**src/rtl/boot_loader.sv**
```systemverilog
// Boot master: assembles big-endian words from a valid/ready byte stream and
// writes them into the pipelined CPU's instruction memory through its boot port.
module boot_loader #(
  parameter int ADDR_W = 8,
  parameter int DATA_W = 32
) (
  input  logic              clk,
  input  logic              rst,
  input  logic              start,
  input  logic              byte_valid,
  input  logic [7:0]        byte_data,
  output logic              byte_ready,
  output logic              boot_up,
  output logic [ADDR_W-1:0] boot_addr,
  output logic [DATA_W-1:0] boot_datai,
  output logic              boot_web,
  output logic              busy,
  output logic              done,
  output logic              err
);

  localparam logic [2:0] S_IDLE    = 3'd0;
  localparam logic [2:0] S_HDR     = 3'd1;
  localparam logic [2:0] S_COLLECT = 3'd2;
  localparam logic [2:0] S_WRITE   = 3'd3;
  localparam logic [2:0] S_CSUM    = 3'd4;
  localparam logic [2:0] S_FINISH  = 3'd5;

  logic [2:0]        state_q, state_d;
  logic [1:0]        cnt_q, cnt_d;
  logic [7:0]        idx_q, idx_d;
  logic [7:0]        num_q, num_d;
  logic [7:0]        acc_q, acc_d;
  logic [31:0]       asm_q, asm_d;
  logic              err_q, err_d;
  logic              byte_ready_q, byte_ready_d;
  logic              boot_up_q, boot_up_d;
  logic [ADDR_W-1:0] boot_addr_q, boot_addr_d;
  logic [DATA_W-1:0] boot_datai_q, boot_datai_d;
  logic              boot_web_q, boot_web_d;
  logic              busy_q, busy_d;
  logic              done_q, done_d;
  logic              accept;

  // Registered byte_ready mirrors the current state, so it qualifies acceptance directly.
  assign accept = byte_valid && byte_ready_q;

  // Next-state, datapath and registered-output decode.
  always_comb begin
    state_d = state_q;
    cnt_d   = cnt_q;
    idx_d   = idx_q;
    num_d   = num_q;
    acc_d   = acc_q;
    asm_d   = asm_q;
    err_d   = err_q;
    case (state_q)
      S_IDLE: begin
        if (start) begin
          state_d = S_HDR;
          err_d   = 1'b0;
          idx_d   = 8'd0;
          acc_d   = 8'd0;
          cnt_d   = 2'd0;
        end else begin
          state_d = S_IDLE;
        end
      end
      S_HDR: begin
        if (accept) begin
          acc_d = acc_q ^ byte_data;
          if (byte_data == 8'd0) begin
            err_d   = 1'b1;
            state_d = S_FINISH;
          end else begin
            num_d   = byte_data;
            state_d = S_COLLECT;
          end
        end else begin
          state_d = S_HDR;
        end
      end
      S_COLLECT: begin
        if (accept) begin
          asm_d = {asm_q[23:0], byte_data};
          acc_d = acc_q ^ byte_data;
          if (cnt_q == 2'd3) begin
            cnt_d   = 2'd0;
            state_d = S_WRITE;
          end else begin
            cnt_d = cnt_q + 2'd1;
          end
        end else begin
          state_d = S_COLLECT;
        end
      end
      S_WRITE: begin
        if (idx_q == num_q - 8'd1) begin
          state_d = S_CSUM;
        end else begin
          idx_d   = idx_q + 8'd1;
          state_d = S_COLLECT;
        end
      end
      S_CSUM: begin
        if (accept) begin
          err_d   = (byte_data != acc_q);
          state_d = S_FINISH;
        end else begin
          state_d = S_CSUM;
        end
      end
      S_FINISH: begin
        state_d = S_IDLE;
      end
      default: begin
        state_d = S_IDLE;
      end
    endcase

    // Outputs are decoded from the next state so they line up with it after the edge.
    byte_ready_d = (state_d == S_HDR) || (state_d == S_COLLECT) || (state_d == S_CSUM);
    boot_up_d    = byte_ready_d || (state_d == S_WRITE);
    busy_d       = (state_d != S_IDLE);
    done_d       = (state_d == S_FINISH);
    boot_web_d   = (state_d != S_WRITE);
    if (state_d == S_WRITE) begin
      boot_addr_d  = ADDR_W'(idx_q);
      boot_datai_d = DATA_W'(asm_d);
    end else begin
      boot_addr_d  = {ADDR_W{1'b0}};
      boot_datai_d = {DATA_W{1'b0}};
    end
  end

  // State and output registers with synchronous reset.
  always_ff @(posedge clk) begin
    if (rst) begin
      state_q      <= S_IDLE;
      cnt_q        <= 2'd0;
      idx_q        <= 8'd0;
      num_q        <= 8'd0;
      acc_q        <= 8'd0;
      asm_q        <= 32'd0;
      err_q        <= 1'b0;
      byte_ready_q <= 1'b0;
      boot_up_q    <= 1'b0;
      boot_addr_q  <= {ADDR_W{1'b0}};
      boot_datai_q <= {DATA_W{1'b0}};
      boot_web_q   <= 1'b1;
      busy_q       <= 1'b0;
      done_q       <= 1'b0;
    end else begin
      state_q      <= state_d;
      cnt_q        <= cnt_d;
      idx_q        <= idx_d;
      num_q        <= num_d;
      acc_q        <= acc_d;
      asm_q        <= asm_d;
      err_q        <= err_d;
      byte_ready_q <= byte_ready_d;
      boot_up_q    <= boot_up_d;
      boot_addr_q  <= boot_addr_d;
      boot_datai_q <= boot_datai_d;
      boot_web_q   <= boot_web_d;
      busy_q       <= busy_d;
      done_q       <= done_d;
    end
  end

  assign byte_ready = byte_ready_q;
  assign boot_up    = boot_up_q;
  assign boot_addr  = boot_addr_q;
  assign boot_datai = boot_datai_q;
  assign boot_web   = boot_web_q;
  assign busy       = busy_q;
  assign done       = done_q;
  assign err        = err_q;

endmodule
```
**config.mk**
```make
export PLATFORM = sky130hd
export DESIGN_NAME = boot_loader
export DESIGN_NICKNAME = d
export VERILOG_FILES = /design/src/rtl/boot_loader.sv
export SDC_FILE = /design/constraint.sdc
export NUM_CORES = 1
export LEC_CHECK = 0
export CORE_UTILIZATION = 45
export CTS_CLUSTER_DIAMETER = 40
export DETAILED_ROUTE_END_ITERATION = 12
export PLACE_DENSITY_LB_ADDON = 0.05
export SYNTH_ARGS = -nofsm -noshare
export SYNTH_HDL_FRONTEND = slang
export SYNTH_SLANG_ARGS = --single-unit
```
**constraint.sdc**
```tcl
create_clock -name clk -period 3.1 [get_ports clk]
set_input_delay 0.31 -clock clk [delete_from_list [all_inputs] [get_ports clk]]
set_output_delay 0.31 -clock clk [all_outputs]
set_load 0.01 [all_outputs]
```
Word-level counts from Yosys, hierarchy flattened. Index checks and enable logic that the tools add are counted.

Register bits: 107.

Add/subtract/negate cells: 3. Equal/unequal tests: 20. Muxes and demuxes: 24. Bitwise gates (word level): 3. Reductions and logical operators: 18.

Operators by type and width (number): 32-bit two-way mux (2); 8-bit one-hot mux with 2 select lines (2); 8-bit two-way mux (3); 3-bit two-way mux (5); 3-bit one-hot mux with 5 select lines (1); 3-bit by 2-bit == test with 1-bit output, second input constant (4); 2-bit inequality test, second input constant (6); 3-bit AND reduction (4); 3-bit == test, second input constant (3); 8-bit by 1-bit adder with 8-bit output, second input constant (1); 8-bit == test (1); 8-bit zero test (1); 8-bit inequality test (1); 8-bit by 1-bit subtractor with 8-bit output, second input constant (1); 8-bit bitwise XOR (1); 3-bit by 1-bit == test with 1-bit output, second input constant (2); 1-bit two-way mux (6); 2-bit two-way mux (3); 2-bit nonzero test (3); 3-bit nonzero test (2); 5-bit AND reduction (1); 2-bit one-hot mux with 2 select lines (1); 2-bit OR reduction (2); 3-bit zero test (1); 8 further kinds (11).

Logic depth before layout (Yosys ltp). Gate-level depths: netlist of run 1.

Word-level depth: 8. Gate-level depth with buffers: 11. Gate-level depth less buffers: 9.

Worst setup path after synthesis of run 1. No wires, ideal clock.

Kind: register to register. From: register num_q[0]. To: register boot_datai_q[0] (netlist: boot_datai[0]). Library setup time: 118 ps. Arrival: 2317 ps. Required time: 2982 ps. Setup slack: 665 ps. Cell stages (with the launch flop): 12. Cells stage by stage: dfxtp_1 inv_1 ha_1 clkbuf_1 o21bai_1 o21a_1 a311o_1 a211oi_2 a21oi_2 o211ai_2 buf_4 nor2_1.

Word-level cells in the longest chain between the ends: 7.

Ends and longest elaborated chain: from (decl) (line 32) `logic [7:0] num_q, num_d;`; from (signal assigned) (line 157) `num_q <= num_d;`; 8-bit by 1-bit subtractor with 8-bit output (line 98) `if (idx_q == num_q - 8'd1) begin`; 8-bit == test (line 98); 3-bit two-way mux (line 98); 3-bit one-hot mux with 5 select lines (line 57) `case (state_q)`; 3-bit by 2-bit == test with 1-bit output (line 127) `if (state_d == S_WRITE) begin`; 1-bit NOT (no line); 2-bit OR reduction (no line); to (signal assigned) (line 149) `boot_datai_q <= {DATA_W{1'b0}};`; to (signal assigned) (line 164) `boot_datai_q <= boot_datai_d;`; to (decl) (line 39) `logic [DATA_W-1:0] boot_datai_q, boot_datai_d;`.

No other way between the ends. A chain may end at the register's enable or synchronous reset.

Final worst setup path of run 1.
From: register num_q[0]. To: register boot_datai_q[6] (netlist: boot_datai[6]).

The elaborated chain is that of the path after synthesis.

==> impl_metrics.env, run 1 <==
export IMPL_drive_gt1_frac=0.0812
export IMPL_rsz0062_at_grt="false"
export IMPL_grt_pass1_wl_um=14600
export IMPL_status="finished, final reports clean"
export IMPL_firstDrtPassIters=4
export IMPL_diodes=0
export IMPL_yosys_warnings=0
export IMPL_fin_crit_sh=0.867
export IMPL_dp_hpwl_um=6150
export IMPL_crit_chain="inv_1 -> ha_1 -> o21bai_1 -> o21a_1 -> a311o_1 -> a211oi_2 -> a21oi_2 -> o211ai_2 -> buf_4 -> nor2_1"
export IMPL_synth_top_flop_cell="dfxtp_1"
export IMPL_hold_violations=0
export IMPL_critical_path_buf_inv_count=2
export IMPL_grt_ovfl_total=0
export IMPL_syn_nets=457
export IMPL_cts_tree="yes"
export IMPL_wirelength_um=8780
export IMPL_antenna_found_initial=0
export IMPL_p_leak_uw=0.00203
export IMPL_vias_per_cell=5.18
export IMPL_final_common_cell="dfxtp_1"
export IMPL_vias=3173
export IMPL_end_kind="flop"
export IMPL_cts_sinks=107
export IMPL_cts_root_buf="clkbuf_8"
export IMPL_max_clock_freq_mhz=372
export IMPL_grt_max_degree=31
export IMPL_cts_buffers=9
export IMPL_cp_slowest_stage_delay_ns=0.43
export IMPL_worstMarginPinSlew_ns=0.707
export IMPL_die_area_um2=9480
export IMPL_peakVddDrop_v=0.000256
export IMPL_path_class="flop to flop"
export IMPL_cts_resized=0
export IMPL_grt_use_total=0.192
export IMPL_wl_per_cell_um=14.3
export IMPL_syn_cell_area_um2=4090
export IMPL_slew_headroom=0.528
export IMPL_rows=34
export IMPL_nets=515
export IMPL_ys_types=50
export IMPL_mostFrequentLayoutCells="dfxtp_1 (107), nor2_1 (84), clkdlybuf4s50_1 (56), a21oi_1 (35), mux2i_1 (33)"
export IMPL_required_ns=3.35
export IMPL_ys_seq_elements=107
export IMPL_port_buffers=57
export IMPL_crit_arrival_ns=2.94
export IMPL_initial_core_util=0.467
export IMPL_min_period_ns=2.69
export IMPL_gp_congestion=0.816
export IMPL_path_delay_family="compound AO/OA/AOI/OAI gates"
export IMPL_worstSkewPairLatency_ns=0.36
export IMPL_async_flop_share=0
export IMPL_p_per_area_nw_per_um2=484
export IMPL_synth_area_per_cell_um2=9.26
export IMPL_cp_max_fo=16
export IMPL_fillers=802
export IMPL_first_iter_violations=146
export IMPL_grt_pass1_vias=2935
export IMPL_drc_errors=0
export IMPL_htree_levels=3
export IMPL_cts_hold_buf=0
export IMPL_synthToLayoutAreaGrowth_pct=22.3
export IMPL_drtAntennaViolNets=0
export IMPL_place_area_um2=4800
export IMPL_syn_inst=442
export IMPL_pin_count=58
export IMPL_clk_pin_slew_ns=0.11
export IMPL_synth_edff_count=0
export IMPL_clock_path_buffers=2
export IMPL_final_setup_tns_ns=0
export IMPL_post_cts_buffers=0
export IMPL_cap_violations=0
export IMPL_yosysSeqAreaShare=0.524
export IMPL_slowest_stage="dfxtp_1"
export IMPL_clock_skew_ns=0.0121
export IMPL_die_height_um=97.4
export IMPL_startpoint_type="flop"
export IMPL_finalSetupViolations=0
export IMPL_min_path_type="input pin to flop"
export IMPL_die_x_um=97.4
export IMPL_coreArea_um2=8760
export IMPL_stdcell_area_um2=5000
export IMPL_final_max_slew_viol_count=0
[cells by family after synthesis]
logic type      Yosys count  share of synthesized area
flops                   107                      0.524
buf+inv                  39                     0.0391
xor+xnor                 18                     0.0385
fa+ha+maj                 3                    0.00918
mux                      34                     0.0835
simple gates            161                      0.177
compound gates           80                      0.129
[cell usage after synthesis, types with 2 or more instances]
library cell	n	area [um^2]
and2_1	2	12.5
and4_1	2	17.5
ha_1	3	37.5
inv_1	16	60.1
nor2_1	84	315
nor2b_1	3	18.8
nor4_1	4	25.0
a21oi_1	35	175
nand2b_1	3	18.8
nor3_1	14	70.1
buf_2	2	10.0
nand4_1	4	25.0
o21bai_1	2	15.0
a22oi_1	3	22.5
nand3_1	7	35.0
xor2_1	6	52.6
nand3b_1	6	45.0
o221a_2	2	22.5
a31oi_1	3	18.8
o21ai_0	7	35.0
clkbuf_1	18	67.6
o31ai_1	2	15.0
nand2_1	26	97.6
o21a_1	2	15.0
a211oi_1	7	52.6
buf_4	3	22.5
a21o_1	4	30.0
xnor2_1	12	105
mux2i_1	33	330
dfxtp_1	107	2140
[flip-flops by register name (all words and copies together), names as in the netlist, 2 cells and up]
register / cells
asm_q: 32
boot_datai: 32
acc_q: 8
boot_addr: 8
idx_q: 8
num_q: 8
state_q: 3
cnt_q: 2
[where the power goes]
part / switching, uW / internal, uW / total, uW
logic: 108 / 72.9 / 181
clock network: 506 / 338 / 844
registers: 12.9 / 1390 / 1400
[area by class of cell]
class	count	area (um^2)	share of cell area
multi-input cells	296	1790	0.358
repair buffers	70	676	0.135
clock buffers	10	138	0.0275
inverters	16	60.1	0.0120
flip-flops and latches	107	2140	0.428
clock inverters	6	62.6	0.0125
well taps	108	135	0.0270
[stage by stage]
| step | worst slack (ns) | util | hold WS (ns) | power [uW] | std cells |
|---|---|---|---|---|---|
| floorplan | 0.665 | - | 0.446 | 1540 | 442 |
| global placement | 0.479 | 0.548 | 0.455 | 1610 | 597 |
| detailed placement | 0.425 | 0.548 | 0.462 | 1610 | 597 |
| CTS | 0.403 | 0.571 | 0.418 | 2450 | 613 |
| global route | 0.203 | 0.571 | 0.436 | 2530 | 613 |
| finish | 0.412 | 0.571 | 0.423 | 2420 | 613 |
[layer usage]
metal,wire (um),part of all wire,GRT usage,up-vias
met5,0,0,0,-
met4,51,0.0058,0.0509,0
met1,4520,0.51,0.279,1472
met2,3930,0.45,0.295,64
met3,282,0.032,0.0317,4
li1,-,-,-,1633
[path summary, 6_finish.rpt]
path / start / endpoint / slack, ns / cells after the start
min reg2reg: num_q[7]$_SDFFE_PP0P_ / num_q[7]$_SDFFE_PP0P_ / 0.47 / 2
min: rst / asm_q[30]$_SDFF_PP0_ / 0.42 / 2
max: num_q[0]$_SDFFE_PP0P_ / boot_datai[6]$_SDFF_PP0_ / 0.41 / 10
max reg2reg: num_q[0]$_SDFFE_PP0P_ / boot_datai[6]$_SDFF_PP0_ / 0.41 / 10
Note: power is estimated with default switching activity, not from simulation.
==> inputs of run 2 (changes only) <==
CTS_CLUSTER_SIZE = 28   (was not set)
==> results of run 2 <==
No change in the layout: final DEF, timing and power equal those of run 1.
